==> config.mk <==
export PLATFORM = sky130hd
export DESIGN_NAME = booth_pe_r4
export DESIGN_NICKNAME = d
export VERILOG_FILES = /design/src/rtl/booth_pe_r4.sv
export SDC_FILE = /design/constraint.sdc
export NUM_CORES = 1
export LEC_CHECK = 0
export BUFFER_PORTS_ARGS = -buffer_cell sky130_fd_sc_hd__buf_2
export CORE_ASPECT_RATIO = 1.25
export CORE_MARGIN = 2
export CORE_UTILIZATION = 35
export DETAILED_ROUTE_END_ITERATION = 12
export PLACE_DENSITY = 0.63
export SLEW_MARGIN = 20
export SYNTH_ARGS = -nofsm -noshare
export SYNTH_HDL_FRONTEND = slang
export SYNTH_SLANG_ARGS = --single-unit
export TNS_END_PERCENT = 10
==> constraint.sdc <==
create_clock -name clk -period 9 [get_ports clk]
set_clock_uncertainty 0.1 [all_clocks]
set_input_delay 1.8 -clock clk [delete_from_list [all_inputs] [get_ports clk]]
set_output_delay 1.8 -clock clk [all_outputs]
set_load 0.02 [all_outputs]
==> src/rtl/booth_pe_r4.sv <==
// booth_pe_r4: systolic PE, out = value*active_weight (+ inp_west, saturated) via iterative radix-4 Booth; ports: clk, rst_overall_n (sync, low), clr_acc, in_valid/in_ready/value/inp_west/mode west side, out_valid/out_ready/outp_east east side, wt_load/wt_update_en/wt_data/wt_swap double-buffered weight, sat_flag sticky clamp flag
module booth_pe_r4 #(
  parameter int DATAWIDTH = 11,
  parameter int COLUMNS = 64,
  parameter int ACCW = 2*DATAWIDTH + $clog2(COLUMNS),
  parameter int NSTEP = (DATAWIDTH+1)/2
) (
  input  logic                 clk,
  input  logic                 rst_overall_n,
  input  logic                 clr_acc,
  input  logic                 in_valid,
  output logic                 in_ready,
  input  logic [DATAWIDTH-1:0] value,
  input  logic [ACCW-1:0]      inp_west,
  input  logic [1:0]           mode,
  output logic                 out_valid,
  input  logic                 out_ready,
  output logic [ACCW-1:0]      outp_east,
  input  logic                 wt_load,
  input  logic                 wt_update_en,
  input  logic [DATAWIDTH-1:0] wt_data,
  input  logic                 wt_swap,
  output logic                 sat_flag
);
  localparam int PW = 2*DATAWIDTH;
  localparam int BW = 2*NSTEP + 1;
  localparam int CW = $clog2(NSTEP+1);
  typedef enum logic [1:0] {IDLE, MUL, OUT} state_t;
  state_t state;
  logic signed [PW-1:0] a_sh, a2, pp, prod, prod_nxt;
  logic [BW-1:0] b_sh;
  logic [2:0] d;
  logic [CW-1:0] step;
  logic [1:0] mode_q;
  logic [ACCW-1:0] west_q, res;
  logic [DATAWIDTH-1:0] active, shadow, wsat;
  logic [DATAWIDTH:0] wsum;
  logic signed [ACCW:0] sum;
  logic mul_only, ovf;
  assign in_ready = state == IDLE;
  always_comb begin
    d = b_sh[2:0];
    a2 = a_sh <<< 1;
    pp = (d == 3'b001 || d == 3'b010) ? a_sh :
         d == 3'b011 ? a2 :
         d == 3'b100 ? -a2 :
         (d == 3'b101 || d == 3'b110) ? -a_sh : '0;
    prod_nxt = prod + pp;
    sum = (ACCW+1)'(prod_nxt) + (ACCW+1)'($signed(west_q));
    ovf = sum[ACCW] ^ sum[ACCW-1];
    mul_only = mode_q == 2'b10;
    res = mul_only ? ACCW'(prod_nxt) : ovf ? {sum[ACCW], {(ACCW-1){~sum[ACCW]}}} : sum[ACCW-1:0];
    wsum = (DATAWIDTH+1)'($signed(shadow)) + (DATAWIDTH+1)'($signed(wt_data));
    wsat = (wsum[DATAWIDTH] ^ wsum[DATAWIDTH-1]) ? {wsum[DATAWIDTH], {(DATAWIDTH-1){~wsum[DATAWIDTH]}}} : wsum[DATAWIDTH-1:0];
  end
  always_ff @(posedge clk) begin
    if (!rst_overall_n) begin
      active <= '0;
      shadow <= '0;
    end else begin
      if (wt_swap) active <= shadow;
      if (wt_load) shadow <= wt_data;
      else if (wt_update_en) shadow <= wsat;
    end
  end
  always_ff @(posedge clk) begin
    if (!rst_overall_n) begin
      state <= IDLE;
      a_sh <= '0;
      b_sh <= '0;
      prod <= '0;
      step <= '0;
      mode_q <= '0;
      west_q <= '0;
      outp_east <= '0;
      out_valid <= 1'b0;
      sat_flag <= 1'b0;
    end else if (clr_acc) begin
      state <= IDLE;
      outp_east <= '0;
      out_valid <= 1'b0;
      sat_flag <= 1'b0;
    end else begin
      case (state)
        IDLE: if (in_valid) begin
          a_sh <= PW'($signed(value));
          b_sh <= {(2*NSTEP)'($signed(active)), 1'b0};
          west_q <= inp_west;
          mode_q <= mode;
          prod <= '0;
          step <= '0;
          if (mode == 2'b01) begin
            outp_east <= inp_west;
            out_valid <= 1'b1;
            state <= OUT;
          end else state <= MUL;
        end
        MUL: begin
          prod <= prod_nxt;
          a_sh <= a_sh <<< 2;
          b_sh <= {{2{b_sh[BW-1]}}, b_sh[BW-1:2]};
          step <= step + CW'(1);
          if (step == CW'(NSTEP-1)) begin
            outp_east <= res;
            out_valid <= 1'b1;
            sat_flag <= sat_flag | (~mul_only & ovf);
            state <= OUT;
          end
        end
        OUT: if (out_ready) begin
          out_valid <= 1'b0;
          state <= IDLE;
        end
        default: state <= IDLE;
      endcase
    end
  end
endmodule
==> run metrics <==
status=complete, no violations; WHS Path Cells=2; maximum clock rate=0.130 GHz; Yosys warnings=0; EDFF count, synth=0; first drt pass iteration count=7; CTS tree=built; total CTS buffers=17; RR Endpoint=outp_east[7]; synth top area cells=dfxtp_1 (27%), ha_1 (8.1%), nand2_1 (5.8%), a21oi_1 (4.9%), o21ai_0 (3.8%); Critical Path RT=9.27 ns; Hold WC Path Type=flop to flop; sequential-to-total area share from yosys stat=0.269; CP delay by family, top=simple AND/OR/NAND/NOR gates; GP Congestion=0.921; vias in the first global route=9,960; Distinct cells, synth=between 80 and 90; worst skew pair latency=around 0.45 ns; vias=10,500; post-synthesis compound-gate area fraction=0.310; mux share of post-synthesis cell area=0.0171; Nets=1,537; Worst Max-Slew Pin Slew=~1.1 ns; Final Cycle Share=0.853; CTS Hold Bufs=0; Async S/R FF share, synth=0; WHS=between 0.3 and 0.4 ns; crit path launch=a_sh[5]; Max Cap Viol=0; Wirelength per Cell=18.8 microns; area growth from synthesis to layout=12.1%; CP endpoint kind=flop; pin count of the biggest net entering global routing=about 110; Adder-Cell Fraction of Synth Area=0.0891; DRC=0; Final min period=7.68 ns; Post-Synth XOR/XNOR Area=0.0546; critical path's most frequent cell=a21oi_1; P_leak=5.10 nW; setup bufs post-CTS=0; Die W=160 microns; Reg clk slew, reported paths=0.06 ns; unrepaired setup endpoints after global routing=false; top_reg_cell synth=dfxtp_1; slowest CP cell=nand2b_1; count leader, synth=nand2_1; global route total overflow=0; Setup crit start kind=flop; Avg Cell Area, Syn=7.75 sq um; critical path class=flop to flop; vias per cell=5.79; Sink Count=144; Synth top area share=0.269; VDD IR max=0.147 mV; # rows=71; Die ar.=~32,000 sq um; combinational family with the most area after synthesis=compound AO/OA/AOI/OAI gates; Syn Nets=1,512; final WL=34,200 microns; Critical R2R Launch=a_sh[5]; top cells by count, synth=nand2_1 (166), dfxtp_1 (144), a21oi_1 (104), nor2_1 (83); Detailed Route Iter0 Violations=891; Final setup viols=0; total negative slack=0 ns; worst-case clock buffer depth=2; Starting Density=0.355; CP bufs+invs=1; gr usage total=0.213; CP max FO=16; Detailed Place HPWL=24,800 microns; #FFs+latches synth=144; Hold Crit Start=outp_east[22]; H-tree depth=4; Yosys top cell by area=dfxtp_1; Resized Gates After CTS=0; die height=199 microns; Max stage delay on crit path=0.62 ns; first-pass GRT wire length=between 50,000 and 60,000 microns; number of antenna diodes=0; initial antenna violation count=0; worst-case reg-to-reg path depth=25; Ports=91; Cell Pwr Density=148 nW/um^2; Hold Violations, Final=0; simple-gate area share of the yosys netlist=0.212; Post-Synthesis Cells=1,380; overall power=1.78 mW; WHS Endpoint=outp_east[22]; clock root cell=clkbuf_16; Core ar.=30,100 sq um; Worst EP arrival=~8 ns; Antenna Nets Post-Route=0; layout cell share with drive strength beyond 1=0.119; I/O Buffers=90; Slew HR=0.288; reg-to-reg slack, setup=1.32 ns; Syn Std Cell Area=10,700 sq um; Slew Limit Fails=0
-- cell families (layout without fill, tap and decap cells) --
logic type,count (synthesis),after routing
simple gates,460,460
flops,144,144
fa+ha+maj,75,75
buf+inv,128,166
xor+xnor,65,65
compound gates,490,490
mux,18,18
-- where the power goes --
group | internal, mW | switching [mW]
clock | 0.437 | 0.305
combinational | 0.131 | 0.204
sequential | 0.667 | 0.0330
total | 1.24 | 0.542
-- through the flow --
stage	worst slack [ns]	cells	instance area, sq um	util
finish	1.32	1819	12000	0.398
floorplan	2.48	1380	10700	-
global route	0.716	1819	12000	0.398
CTS	1.38	1819	12000	0.398
global placement	1.57	1787	11400	0.378
detailed placement	1.39	1787	11400	0.378
-- registers in the layout, summed over array words and instances, names as in the netlist, 2 cells and up --
signal / cells
a_sh: 22
active: 11
b_sh: 13
mode_q: 2
outp_east: 28
prod: 22
shadow: 11
state: 2
step: 3
west_q: 28
-- final cells by class --
| type | count | area (sq um) |
|---|---|---|
| inverters | 27 | 101 |
| repair buffers | 107 | 578 |
| fillers | 3098 | 18100 |
| clock inverters | 12 | 160 |
| flip-flops and latches | 144 | 2880 |
| well taps | 401 | 502 |
| clock buffers | 20 | 437 |
| multi-input cells | 1108 | 7330 |
-- cells in the final DEF, fill, tap and decap left out, types with 26 or more instances in the layout --
| cell | instances |
|---|---|
| ha_1 | 69 |
| nor2b_1 | 44 |
| nor3_1 | 27 |
| o21ai_0 | 82 |
| a22oi_1 | 48 |
| dfxtp_1 | 144 |
| a21o_1 | 26 |
| a31oi_1 | 26 |
| inv_1 | 27 |
| a21oi_1 | 104 |
| nand3_1 | 35 |
| xor2_1 | 31 |
| buf_2 | 90 |
| nor2_1 | 81 |
| nand2_1 | 166 |
| xnor2_1 | 33 |
| a21boi_0 | 48 |
-- worst register-to-register path: stages, from the launching register on --
cell and delay, ns:
dfxtp_1 0.43, or4_1 0.58, or3_1 0.43, nor3_1 0.28, nand2b_1 0.17, xor2_1 0.20
nor2_1 0.06, a21oi_1 0.12, a21oi_1 0.12, ha_1 0.43, nand4_1 0.18, nor4_1 0.39
a211oi_1 0.15, a211oi_1 0.25, o22a_1 0.18, xnor3_2 0.40, inv_1 0.28, ha_1 0.41
a21oi_1 0.26, a21oi_1 0.10, a211oi_1 0.45, and2_1 0.36, a31o_2 0.22, nand2b_1 0.62
o221ai_1 0.25, a21oi_1 0.19
-- layer usage --
metal	part of all wire	global-route usage
met1	0.43	0.258
met2	0.49	0.373
met3	0.035	0.0313
met4	0.044	0.102
met5	0	0
-- how the worst max path moves through the flow --
stage                         end  depth (start not counted)  slack, ns
floorplan           outp_east[10]                         31       2.48
global placement    outp_east[24]                         25       1.57
detailed placement   outp_east[1]                         24       1.39
CTS                  outp_east[0]                         24       1.38
global route        outp_east[17]                         27       0.72
finish               outp_east[7]                         25       1.32
No activity file was read; power rests on OpenSTA's default activity.
